File: src/rtl/nn_pkg.sv
// Shared constants and helpers for the MNIST layer datapath.
package nn_pkg;

  localparam int NN_IN_WIDTH   = 10;
  localparam int NN_DATA_WIDTH = 16;
  localparam int NN_MAX_REQ    = 16;

  // Decode a requester tag into a one-hot vector; tags at or beyond n decode to zero.
  function automatic logic [NN_MAX_REQ-1:0] onehot(input logic [3:0] tag, input int n);
    logic [NN_MAX_REQ-1:0] v;
    v = '0;
    if (int'(tag) < n) v[tag] = 1'b1;
    return v;
  endfunction

endpackage

File: src/rtl/rr_pick.sv
// Round-robin priority picker: grants the first active request at or after ptr.
module rr_pick #(
  parameter int N  = 4,
  parameter int TW = 2
) (
  input  logic [N-1:0]  req,
  input  logic [TW-1:0] ptr,
  input  logic          en,
  output logic [N-1:0]  gnt,
  output logic [TW-1:0] idx,
  output logic          any
);

  // Scan candidates ptr, ptr+1, ... wrapping at N; the first requester seen wins.
  always_comb begin
    logic [TW:0]   cand_w;
    logic [TW-1:0] cand;
    gnt    = '0;
    idx    = '0;
    any    = 1'b0;
    cand_w = '0;
    cand   = '0;
    if (en) begin
      for (int k = 0; k < N; k++) begin
        cand_w = {1'b0, ptr} + (TW+1)'(k);
        if (cand_w >= (TW+1)'(N)) cand_w = cand_w - (TW+1)'(N);
        cand = cand_w[TW-1:0];
        if (!any && req[cand]) begin
          any       = 1'b1;
          gnt[cand] = 1'b1;
          idx       = cand;
        end
      end
    end
  end

endmodule

File: src/rtl/sig_rom_arbiter.sv
// Shares one sigmoid ROM among NUM_REQ neuron requesters with round-robin
// arbitration, tagging each lookup so the result returns to its originator.
module sig_rom_arbiter
  import nn_pkg::*;
#(
  parameter int NUM_REQ    = 4,
  parameter int in_width   = NN_IN_WIDTH,
  parameter int data_width = NN_DATA_WIDTH,
  parameter int TAG_W      = (NUM_REQ > 1) ? $clog2(NUM_REQ) : 1
) (
  input  logic                         clk,
  input  logic                         rst,
  input  logic                         en,
  input  logic [NUM_REQ-1:0]           req_valid,
  input  logic [NUM_REQ*in_width-1:0]  req_x,
  output logic [NUM_REQ-1:0]           req_ready,
  output logic [in_width-1:0]          rom_x,
  input  logic [data_width-1:0]        rom_out,
  output logic [NUM_REQ-1:0]           rsp_valid,
  output logic [data_width-1:0]        rsp_data,
  output logic                         busy
);

  logic [TAG_W-1:0]      rr_ptr_q, rr_ptr_d;
  logic                  s1_valid_q;
  logic [TAG_W-1:0]      s1_tag_q;
  logic [NUM_REQ-1:0]    rsp_valid_q, rsp_valid_d;
  logic [data_width-1:0] rsp_data_q;

  logic [NUM_REQ-1:0]    grant;
  logic [TAG_W-1:0]      grant_idx;
  logic                  grant_any;

  // Reset masks the picker so no grant (and no ROM address) leaks out during reset.
  rr_pick #(
    .N  (NUM_REQ),
    .TW (TAG_W)
  ) u_pick (
    .req (req_valid),
    .ptr (rr_ptr_q),
    .en  (en && !rst),
    .gnt (grant),
    .idx (grant_idx),
    .any (grant_any)
  );

  assign req_ready = grant;

  // Steer the granted requester's x onto the ROM address; idle address is zero.
  always_comb begin
    rom_x = '0;
    if (grant_any) rom_x = req_x[int'(grant_idx)*in_width +: in_width];
  end

  // Advance the pointer past the winner, wrapping explicitly for non-power-of-two counts.
  always_comb begin
    rr_ptr_d = rr_ptr_q;
    if (grant_any) begin
      if (int'(grant_idx) == NUM_REQ - 1) rr_ptr_d = '0;
      else                                rr_ptr_d = grant_idx + 1'b1;
    end
  end

  // Decode the tag that rides alongside the ROM latency into the response strobe.
  always_comb begin
    rsp_valid_d = '0;
    if (s1_valid_q) rsp_valid_d = NUM_REQ'(onehot(4'(s1_tag_q), NUM_REQ));
  end

  // Pointer, tag pipeline and registered response; reset drops anything in flight.
  always_ff @(posedge clk) begin
    if (rst) begin
      rr_ptr_q    <= '0;
      s1_valid_q  <= 1'b0;
      s1_tag_q    <= '0;
      rsp_valid_q <= '0;
      rsp_data_q  <= '0;
    end else begin
      rr_ptr_q    <= rr_ptr_d;
      s1_valid_q  <= grant_any;
      s1_tag_q    <= grant_idx;
      rsp_valid_q <= rsp_valid_d;
      if (s1_valid_q) rsp_data_q <= rom_out;
    end
  end

  assign rsp_valid = rsp_valid_q;
  assign rsp_data  = rsp_data_q;
  assign busy      = s1_valid_q | (|rsp_valid_q);

endmodule

File: config.mk
export PLATFORM = sky130hd
export DESIGN_NAME = sig_rom_arbiter
export DESIGN_NICKNAME = d
export VERILOG_FILES = /design/src/rtl/nn_pkg.sv /design/src/rtl/rr_pick.sv /design/src/rtl/sig_rom_arbiter.sv
export SDC_FILE = /design/constraint.sdc
export NUM_CORES = 1
export LEC_CHECK = 0
export BUFFER_PORTS_ARGS = -buffer_cell sky130_fd_sc_hd__buf_2
export CAP_MARGIN = 20
export CORE_ASPECT_RATIO = 1.75
export CORE_MARGIN = 2
export CORE_UTILIZATION = 40
export DETAILED_ROUTE_END_ITERATION = 7
export PLACE_DENSITY = 0.76
export SETUP_SLACK_MARGIN = 0.4
export SYNTH_ARGS = -nofsm -noshare
export SYNTH_HDL_FRONTEND = slang
export SYNTH_HIERARCHICAL = 1
export SYNTH_SLANG_ARGS = --single-unit
File: constraint.sdc
create_clock -name clk -period 3 [get_ports clk]
set_input_delay 0.3 -clock clk [delete_from_list [all_inputs] [get_ports clk]]
set_output_delay 0.3 -clock clk [all_outputs]
set_load 0.03 [all_outputs]
**Word-level counts from Yosys, hierarchy flattened**

Cells that the tools add are included.

- Bits in registers: 25
- Input port bits: 63
- Output and inout port bits: 35
- Logic and storage cells: 99

- Add/sub/neg operators: 8
- Multipliers: 1
- $lt $le $gt $ge: 14
- Equal/unequal tests: 1
- Shift-type cells: 1
- Mux-type cells: 49
- Bitwise operators: 5
- Reductions and logical operators: 15

Operator list:

| cell | count |
|---|---|
| $shiftx 40x7->10 | 1 |
| $mux 4 | 8 |
| $mux 2 | 14 |
| $mux 1 | 17 |
| $lt 2x3->1 const B | 4 |
| $or 4x4->4 | 3 |
| $demux 1 s2 | 5 |
| $ge 2x1->1 const B | 5 |
| $mux 10 | 1 |
| $ge 3x3->1 const B | 3 |
| $logic_and 1x1->1 | 9 |
| $bmux 1 s2 | 4 |
| $sub 2x1->2 const B | 4 |
| $add 2x2->3 const B | 2 |
| $lt 2x5->1 const B | 1 |
| $mul 2x3->5 const B | 1 |
| $logic_not 1->1 | 4 |
| $reduce_or 4->1 | 1 |
| $add 2x1->3 const B | 1 |
| $ge 2x3->1 const B | 1 |
| $add 2x1->2 const B | 1 |
| $eq 2x1->1 const B | 1 |
| $reduce_or 2->1 | 1 |
| $not 1->1 | 1 |
| $or 1x1->1 | 1 |

**Depth between registers and ports, before layout**

Gate-level depths: netlist of the first run.

- Depth in word-level cells: 22
- Gate-level depth with buffers: 12

**By module**

The synthesis of the first run kept the hierarchy.

Modules (own cells, without submodules):

| module | instances | cells each | area each (µm²) | seq. area each (µm²) |
|---|---|---|---|---|
| sig_rom_arbiter | 1 | 114 | 1,174.9 | 500.5 |
| rr_pick | 1 | 85 | 685.7 | 0.0 |

**Worst setup path before layout of the first run**

OpenSTA, ideal clock, no wires.

- Kind: flip-flop to output port
- Start: reg rr_ptr_q[0]
- End: out rom_x[0]
- Arrival: 2,950 ps
- Slack: -250 ps
- Cell stages (with the launch flop): 12
- Cell sequence: dfxtp_1 buf_6 inv_1 ha_1 buf_2 clkbuf_1 mux2_1 a211oi_1 nor3_2 nand2b_1 clkbuf_1 o22ai_1

- Longest elaborated chain between the ends: 22

Ends and longest elaborated chain:

| what | RTL line | text |
|---|---|---|
| from (decl) | sig_rom_arbiter.sv:24 | `logic [TAG_W-1:0] rr_ptr_q, rr_ptr_d;` |
| from (signal assigned) | sig_rom_arbiter.sv:79 | `rr_ptr_q <= rr_ptr_d;` |
| $ge 2x3->1 or $sub 2x1->2 (tied branches) | rr_pick.sv:26 | `if (cand_w >= (TW+1)'(N)) cand_w = cand_w - (TW+1)'(N);` |
| $mux 2 | rr_pick.sv:26 |  |
| $mux 2 | rr_pick.sv:23 | `if (en) begin` |
| $bmux 1 s2 | rr_pick.sv:28 | `if (!any && req[cand]) begin` |
| $mux 1 (not written as such) | rr_pick.sv:28 |  |
| $mux 1 | rr_pick.sv:28 |  |
| $mux 1 | rr_pick.sv:23 |  |
| $logic_not 1->1 | rr_pick.sv:28 |  |
| [7 not listed] | n/a |  |
| $logic_not 1->1 | rr_pick.sv:28 |  |
| $logic_and 1x1->1 | rr_pick.sv:28 |  |
| $mux 2 (*) | rr_pick.sv:28 |  |
| $mux 2 (*) | rr_pick.sv:23 |  |
| net grant_idx[0] | sig_rom_arbiter.sv:31 | `logic [TAG_W-1:0] grant_idx;` |
| $mul 2x3->5 (*) | sig_rom_arbiter.sv:52 | `if (grant_any) rom_x = req_x[int'(grant_idx)*in_width +: in_width];` |
| $shiftx 40x7->10 (*) | sig_rom_arbiter.sv:52 |  |
| $mux 10 (*) | sig_rom_arbiter.sv:52 |  |
| to (decl) | sig_rom_arbiter.sv:17 | `output logic [in_width-1:0] rom_x,` |

Mark *: on every way through the listed nets, which the timed path passes. The rest lies on a longest branch. The select of a mux whose other input is x is not followed.

**Worst setup path in the final report of the first run**

- Start: reg rr_ptr_q[0]
- End: out rom_x[5]

The elaborated chain is that of the path after synthesis.

==> impl_results.md, run 1 <==
* Design area at 3203 um^2
* First-pass GRT wire length at 9039 um
* Slew @ Worst Pin at 0.4609 ns
* Internal power at 639.3 uW
* GR Util All Layers at 21.32%
* Final Cycle Share at 96.05%
* Die Width at 55.56 um
* P_leak at 0.001334 uW
* Initial Util at 41.86%
* Crit path capture type: primary output
* Setup Crit Path Kind: flip-flop to primary output
* WL/cell at 15.58 um
* Vias per inst at 5.555
* Clk network pwr share at 19.9%
* Status: finished clean
* Register share of total power at 36.5%
* First drt pass iteration count at 4
* Share of cells above drive strength 1 at 59.42%
* Syn Inst Count at 199
* Crit path time final at 2.881 ns
* Pwr Density at 297.8 nW/um^2
* DR iter-0 viols at 32
* Worst R2R Setup Slack at 0.39 ns
* Congestion Overflow GR at 0
* Post-Route Skew at 0.006367 ns
* CP startpoint: rr_ptr_q[0]
* Initial antenna violation count at 0
* Max Fclk at 347.0 MHz
* Die Span Y at 94.22 um
* Area grow syn2layout at 72.16%
* Combinational share of power at 43.5%
* Ys Warns at 6
* Worst min path class: input pin to flip-flop
* Syn nets at 270
* ANT nets after route at 0
* Startpoint Class: flip-flop
* Maximum vdd drop at 293.8 uV
* Req. time, crit path at 2.70 ns
* Post-DP Area at 2765 um^2
* Row cnt at 32
* Final WS setup at 0.1185 ns
* Slew headroom at 68.99%
* Pre-CTS setup slack at 0.1796 ns
* Mapped Area at 1861 um^2
* Seq/Total Area, Yosys at 26.90%
* RSZ-0062 raised after global routing: yes
* CTS tree: built
* DRC violations left at 0
* Clock root cell: clkbuf_8
* CTS H-tree lvls at 1
* Largest net degree at the start of global routing at 26
* Critical-path maximum fanout at 6
* Reg2Reg Depth at 11
* Nets@finish at 385
* Sw power at 314.6 uW
* Synthesized area per cell at 9.349 um^2
* Post-synth EDFFs at 0
* Final Power at 953.9 uW
* Most used DFF post-synth: dfxtp_1
* Core area at 4444 um^2
* Setup crit end: rom_x[5]
* Clock insertion delay at the later pin of the skew report at 0.26 ns
* Register clock-pin slew on the reported worst setup and hold paths at 0.09 ns
* Worst R2R Start: rr_ptr_q[0]
* Area of the die at 5234 um^2
* IO Port Bufs at 97
* Final hold vios at 0
* GPL Wtd Cong at 0.7750
* CTS Sinks at 25
* Switching share of power at 32.98%
* Post-detail-place hpwl at 3867 um
* Io pins at 98
* Post-synth cell types at 47
* R2r endpoint: rr_ptr_q[0]
* Vias in the first global route at 1980
* WP data arrival at 2.58 ns
* Antenna Cells at 0
* Via count at 2022
* Endpoints failing setup at 0
* Deepest clock path buffer count at 2
* Async SR Flop Fraction at 0%
* Pins Over Slew Limit at 0
* Fin Setup TNS at 0 ns
* Final wirelength at 5671 um
* Max cap viols at 0
* Flops & latches, synth at 25
* Num CTS Buffers at 3
==> placed cells by master, fill, tap and decap left out, types with 7 or more instances in the layout <==
cell	n
buf_2	87
ha_1	7
nor2b_1	11
buf_4	20
dfxtp_1	23
mux2i_1	18
mux2i_4	15
buf_6	11
o2111ai_1	8
nor2_1	21
o22ai_4	10
==> critical path, stage by stage (launching register included) <==
cell      delay (ns)
dfxtp_4         0.39
inv_6           0.04
ha_4            0.24
buf_6           0.14
buf_6           0.12
a21oi_4         0.11
o21ai_2         0.09
a311oi_4        0.30
buf_6           0.16
buf_16          0.12
buf_12          0.13
mux2i_4         0.25
o22ai_4         0.09
buf_6           0.15
==> cells in the mapped netlist, types with 2 or more instances <==
master / instances / area (um^2)
a211oi_1: 3 / 22.52
a21oi_1: 2 / 10.01
a22oi_1: 4 / 30.03
a32o_1: 4 / 40.04
and2_1: 4 / 25.02
buf_2: 7 / 35.03
buf_4: 2 / 15.01
buf_6: 2 / 22.52
clkbuf_1: 5 / 18.77
dfxtp_1: 25 / 500.5
ha_1: 8 / 100.1
inv_1: 2 / 7.510
mux2_4: 2 / 30.03
mux2i_1: 38 / 380.4
nand2_1: 3 / 11.26
nand2b_1: 2 / 12.51
nand3_1: 4 / 20.02
nor2_1: 21 / 78.83
nor2b_1: 11 / 68.82
nor4_1: 2 / 12.51
o2111ai_1: 8 / 70.07
o21ai_0: 3 / 15.01
o22ai_1: 10 / 62.56
or2_2: 4 / 25.02
==> repair_timing <==
action                                  4_1_cts  5_1_grt
gates resized for setup                      38        4
endpoints found under the setup margin       10       14
hold buffers                                  0        0
pin swaps                                    12        1
cloned                                        2        0
buffers inserted                             19        0
==> layout make-up <==
| type | instances | area [um^2] |
|---|---|---|
| Sequential cell | 25 | 505.5 |
| Clock inverter | 1 | 5.005 |
| Fill cell | 327 | 1241 |
| Inverter | 3 | 18.77 |
| Tap cell | 51 | 63.81 |
| Timing Repair Buffer | 126 | 884.6 |
| Clock buffer | 3 | 41.29 |
| Multi-Input combinational cell | 155 | 1684 |
==> sequential cells by signal, summed over array words and instances, names as in the netlist <==
name	count
rr_ptr_q	2
s1_tag_q	2
s1_valid_q	1
rsp_valid	4
rsp_data	16
==> power by group through the flow <==
stage / Combinational [uW] / Clock (uW) / Sequential, uW
2_1_floorplan: 236 / 0 / 371
3_3_place_gp: 335 / 0 / 358
3_5_place_dp: 341 / 0 / 358
4_1_cts: 410 / 199 / 349
5_1_grt: 440 / 211 / 350
6_report: 415 / 190 / 348
==> layer usage <==
layer  up-vias  wire length, um  GRT usage [%]
met5         -                0              0
met3        17              255          1.928
met2        82             3279          40.67
met1       938             1972          23.19
met4         0              164          9.756
li1        985                -              -
==> worst min-delay path by stage <==
stage                 from           end  cells past startpoint
4_1_cts         rom_out[7]   rsp_data[7]                      3
3_3_place_gp   s1_tag_q[1]  rsp_valid[0]                      1
2_1_floorplan          rst   s1_tag_q[0]                      1
6_report        rom_out[7]   rsp_data[7]                      3
3_5_place_dp   s1_tag_q[1]  rsp_valid[0]                      1
5_1_grt        rom_out[13]  rsp_data[13]                      3
==> logic make-up after synthesis <==
| family | after synthesis | synth area share (%) |
|---|---|---|
| AO/OA/AOI/OAI | 41 | 16.75 |
| adder cells (fa/ha/maj) | 8 | 5.380 |
| buffers and inverters | 19 | 5.514 |
| flip-flops | 25 | 26.90 |
| multiplexers | 45 | 27.10 |
| AND/OR/NAND/NOR | 61 | 18.36 |
==> per-stage QoR <==
step	hold slack [ns]	utilization, %	std cells
2_1_floorplan	0.3716	-	199
3_3_place_gp	0.4461	62.22	339
3_5_place_dp	0.4553	62.22	339
4_1_cts	0.2672	71.62	364
5_1_grt	0.2686	72.07	364
6_report	0.2697	72.07	364
Note: power is estimated with default switching activity, not from simulation.
==> inputs of run 2 (changes only) <==
- CORE_UTILIZATION: 40 -> 35
- PLACE_DENSITY: 0.76 -> 0.68
==> run 2 against run 1 <==
Net effect:
- sequential share of layout area shrank 0.38 points
- clock-buffer cell count up 1
- die area increased by 13%
- critical path type unchanged
==> impl_results.md, run 2 (synthesis gave the netlist of run 1 again) <==
* Status: finished clean
* Setup Crit Path Kind: flip-flop to primary output
* Share of cells above drive strength 1 at 60.38%
* Die Width at 59.12 um
* DR iter-0 viols at 78
* Vias per inst at 5.462
* RSZ-0062 raised after global routing: yes
* Vias in the first global route at 1970
* Initial antenna violation count at 0
* Deepest clock path buffer count at 2
* Nets@finish at 385
* Largest net degree at the start of global routing at 26
* WHS at 0.2706 ns
* P_leak at 0.001350 uW
* Register clock-pin slew on the reported worst setup and hold paths at 0.08 ns
* Req. time, crit path at 2.70 ns
* WP data arrival at 2.65 ns
* Num CTS Buffers at 3
* Endpoints failing setup at 0
* Min-delay src: rom_out[3]
* Final Power at 975.1 uW
* R2r endpoint: rr_ptr_q[0]
* Clock insertion delay at the later pin of the skew report at 0.26 ns
* IO Port Bufs at 97
* Worst R2R Start: rr_ptr_q[0]
* Maximum vdd drop at 152.6 uV
* Slew headroom at 77.76%
* Post-Route Skew at 0.003100 ns
* Congestion Overflow GR at 0
* Post-detail-place hpwl at 4037 um
* Dpl cells at 343
* First-pass GRT wire length at 9025 um
* Most frequent cells in the layout: buf_2 (87), dfxtp_1 (23), nor2_1 (21)
* CTS H-tree lvls at 1
* Non-Filler Instances at 368
* Pre-CTS setup slack at 0.1665 ns
* Row cnt at 35
* Hold path endpoint: rsp_data[3]
* Crit path capture type: primary output
* Max cap viols at 0
* Final wirelength at 5818 um
* Area grow syn2layout at 76.40%
* WL/cell at 15.81 um
* Worst min path class: input pin to flip-flop
* Critical-path maximum fanout at 5
* ANT nets after route at 0
* Pins Over Slew Limit at 0
* Max reg flops at 16
* Filler cell count at 427
* Area of the die at 5938 um^2
* Clock root cell: clkbuf_8
* Worst R2R Setup Slack at 0.39 ns
* Commonest non-fill, non-tap cell in the layout: buf_2
* Final WS setup at 0.05411 ns
* GR Util All Layers at 19.01%
* Core area at 5211 um^2
* Initial Util at 35.70%
* CTS Sinks at 25
* First drt pass iteration count at 4
* Slew @ Worst Pin at 0.3301 ns
* Reg2Reg Depth at 14
* Hold path cells at 3
* Antenna Cells at 0
* GPL Wtd Cong at 0.9087
* DRC violations left at 0
* Final hold vios at 0
* Pwr Density at 297.1 nW/um^2
* Via count at 2010
* Die Span Y at 100.5 um
* Final Cycle Share at 98.20%
* Max Fclk at 339.5 MHz
* Startpoint Class: flip-flop
* Crit path time final at 2.946 ns
* Io pins at 98
* Multi-input logic area at 1755 um^2
* CTS tree: built
* FF/Latch Area at 505.5 um^2
-- run 2: cell types whose count changed in the layout (fill, tap and decap cells not counted), sizes merged --
cell | previous run | this run
clkbuf | 3 | 6
buf | 126 | 124
clkinv | 1 | 0
-- run 2: stage by stage --
step                utilization [%]  area (um^2)  TNS (ns)
global placement              53.16         2770         0
finish                        62.98         3282         0
detailed placement            53.16         2770         0
floorplan                         -         2267         0
global route                  62.98         3282  -0.09348
CTS                           61.46         3203         0
-- run 2: area by class of cell --
cell class              count  share of cell area (%)
well taps                  55                   2.097
clock buffers               4                   1.372
inverters                   3                  0.5719
multi-input cells         155                   53.49
flip-flops and latches     25                   15.40
repair buffers            126                   27.07
-- run 2: where the power goes --
part	switching (uW)	internal (uW)	leakage (uW)
sequential	6.12	342	0.000204
clock	96.6	94.6	0.0000228
combinational	220	215	0.00112
-- run 2: worst max-delay path by stage --
stage	end	start	slack, ns
after floorplan	rom_x[0]	rr_ptr_q[0]	0.37
after detailed placement	rom_x[8]	rr_ptr_q[0]	0.17
final	rom_x[4]	rr_ptr_q[0]	0.05
after CTS	rom_x[4]	rr_ptr_q[0]	0.11
after global routing	rom_x[4]	rr_ptr_q[0]	-0.04
after global placement	rom_x[8]	rr_ptr_q[0]	0.21
-- run 2: critical path: stages, from the launching register on --
cell	delay [ns]
dfxtp_4	0.38
inv_6	0.04
ha_4	0.28
buf_12	0.11
buf_6	0.09
o211ai_1	0.08
a21o_1	0.22
a311oi_4	0.23
buf_4	0.18
buf_16	0.12
buf_12	0.13
mux2i_4	0.27
o22ai_4	0.09
buf_6	0.15
-- run 2: timing repair --
item                                    CTS  global route
setup buffers                            16             3
gates resized for setup                  42            11
endpoints found under the setup margin   10            12
cloned                                    2             0
pin swaps                                12             5
hold buffers                              0             0
-- run 2: per-layer routing --
| layer | GRT usage [%] | vias to the layer above | routed length (um) |
|---|---|---|---|
| li1 | - | 980 | - |
| met1 | 21.74 | 955 | 2264 |
| met2 | 35.04 | 64 | 3245 |
| met3 | 1.669 | 11 | 187 |
| met4 | 7.343 | 0 | 121 |
| met5 | 0 | - | 0 |
==> inputs of run 3 (changes only) <==
- RECOVER_POWER: unset -> 50
- REMOVE_ABC_BUFFERS: unset -> 1
==> run 3 against run 2 <==
Net effect:
- sequential share of layout area is 2.6 points higher
- die area stayed put
- wire length is 7.2% lower
- final area is 15% lower
- cell count is 1.1% lower
- critical path depth is 2 lower
- worst setup slack better by 0.12 ns
- non-clock buffer count is 5 lower
- hold slack worse by 0.0018 ns
==> impl_results.md, run 3 (synthesis gave the netlist of run 1 again) <==
* Slew headroom at 18.50%
* Largest net degree at the start of global routing at 26
* Final wirelength at 5402 um
* Pins Over Slew Limit at 0
* ANT nets after route at 0
* Core area at 5211 um^2
* Worst path cell trace: inv_2, ha_4, nor2b_1, a211oi_4, o21ai_2, a311oi_4, buf_6, buf_12, mux2i_1, o22ai_1, buf_4
* Initial antenna violation count at 0
* Endpoints failing setup at 0
* Pre-CTS setup slack at 0.06300 ns
* Vias per inst at 5.525
* Nets@finish at 381
* Slew @ Worst Pin at 1.222 ns
* Status: finished clean
* Max reg flops at 16
* Most frequent cells in the layout: buf_2 (76), mux2i_1 (34), buf_4 (24)
* Post-detail-place hpwl at 3620 um
* CTS Sinks at 25
* DRC violations left at 0
* Commonest non-fill, non-tap cell in the layout: buf_2
* IO Port Bufs at 97
* Setup Crit Path Kind: flip-flop to primary output
* RSZ-0062 raised after global routing: yes
* Io pins at 98
* Pwr Density at 316.3 nW/um^2
* P_leak at 0.001192 uW
* Antenna Cells at 0
* Final Cycle Share at 94.34%
* Row cnt at 35
* Vias in the first global route at 1758
* Num CTS Buffers at 3
* Design area at 2801 um^2
* Max cap viols at 0
* Maximum vdd drop at 156.3 uV
* Crit path max-delay cell type: dfxtp_2
* Die Span Y at 100.5 um
* Post-Route Skew at 0.006887 ns
* CTS tree: built
* CTS H-tree lvls at 1
* Area grow syn2layout at 50.57%
* Max Fclk at 353.3 MHz
* Final hold vios at 0
* GPL Wtd Cong at 0.8047
* Deepest clock path buffer count at 2
* Die Width at 59.12 um
* Area of the die at 5938 um^2
* Final WS setup at 0.1697 ns
* Share of cells above drive strength 1 at 47.57%
* Critical-path maximum fanout at 6
* Crit path capture type: primary output
* Startpoint Class: flip-flop
* Clock root cell: clkbuf_8
* Via count at 2011
* WP data arrival at 2.53 ns
* Clock insertion delay at the later pin of the skew report at 0.26 ns
* Register clock-pin slew on the reported worst setup and hold paths at 0.09 ns
* CP bufs+invs at 4
* WL/cell at 14.84 um
* First-pass GRT wire length at 7672 um
* Initial Util at 35.70%
* Worst min path class: input pin to flip-flop
* First drt pass iteration count at 4
* DR iter-0 viols at 57
* Hold buffer count at CTS at 0
* Crit path time final at 2.830 ns
* Congestion Overflow GR at 0
* Post-DP Area at 2414 um^2
* Max stage delay on crit path at 0.37 ns
* GR Util All Layers at 16.12%
* Crit path max-delay family: compound AO/OA/AOI/OAI gates
* Req. time, crit path at 2.70 ns
==> run 3: changes by cell type in the layout (fill, tap and decap cells not counted), moves of 5 or more <==
cell,before,now
o22ai_4,10,0
mux2i_4,20,2
o22ai_1,0,8
buf_2,87,76
clkbuf_1,1,12
buf_4,17,24
mux2i_1,18,34
buf_12,6,1
buf_6,12,4
==> run 3: layout make-up <==
cell class	count	area, um^2
clock buffer	3	41.29
tap	55	68.82
multi-input combinational	156	1401
clock inverter	1	7.507
timing repair buffer	121	765.7
fill	471	2410
sequential	25	503.0
inverter	3	13.76
==> run 3: final timing paths <==
| path | startpoint | endpoint | slack [ns] | depth (start not counted) |
|---|---|---|---|---|
| setup reg to reg | rr_ptr_q[0] | rr_ptr_q[0] | 0.52 | 10 |
| setup / recovery | rr_ptr_q[0] | rom_x[0] | 0.17 | 11 |
| hold reg to reg | s1_tag_q[1] | rsp_valid[0] | 0.47 | 1 |
| hold / removal | rom_out[11] | rsp_data[11] | 0.27 | 3 |
==> run 3: repair_timing <==
item	CTS	global route
buffers inserted	11	2
pin swaps	9	10
setup endpoints to repair	15	14
gates cloned	3	1
gates resized for setup	37	10
hold endpoints to repair	0	0
==> run 3: worst reg2reg max path: cells and delay by family, from the launching register on <==
kind                     cells  cell delay [ns]
adder cells (fa/ha/maj)      1             0.16
AND/OR/NAND/NOR              1             0.36
multiplexers                 1             0.38
AO/OA/AOI/OAI                3             0.51
flip-flops                   1             0.37
buffers and inverters        4             0.63
==> run 3: through the flow <==
stage	std cells	util (%)	hold WS [ns]	TNS (ns)	total power, uW
2_1_floorplan	183	-	0.3624	-32.00	523.2
3_3_place_gp	343	46.31	0.4426	0	622.9
3_5_place_dp	343	46.31	0.4549	0	626.5
4_1_cts	361	52.24	0.2627	0	874.0
5_1_grt	364	53.76	0.2818	0	927.2
6_report	364	53.76	0.2688	0	886.1
==> run 3: power breakdown <==
| part | internal, uW | switching [uW] | total, uW | leakage (uW) |
|---|---|---|---|---|
| sequential | 342 | 5.60 | 348 | 0.000204 |
| clock | 93.8 | 100 | 194 | 0.0000217 |
| combinational | 163 | 182 | 344 | 0.000967 |
| total | 599 | 287 | 886 | 0.00119 |
==> run 3: layer usage <==
layer | up-vias | share of wire, % | routed length (um) | track usage (%)
li1 | 975 | - | - | -
met5 | - | 0 | 0 | 0
met4 | 0 | 2.6 | 140 | 8.392
met1 | 932 | 37 | 1983 | 17.50
met3 | 15 | 4.7 | 255 | 0.7702
met2 | 89 | 56 | 3022 | 30.09
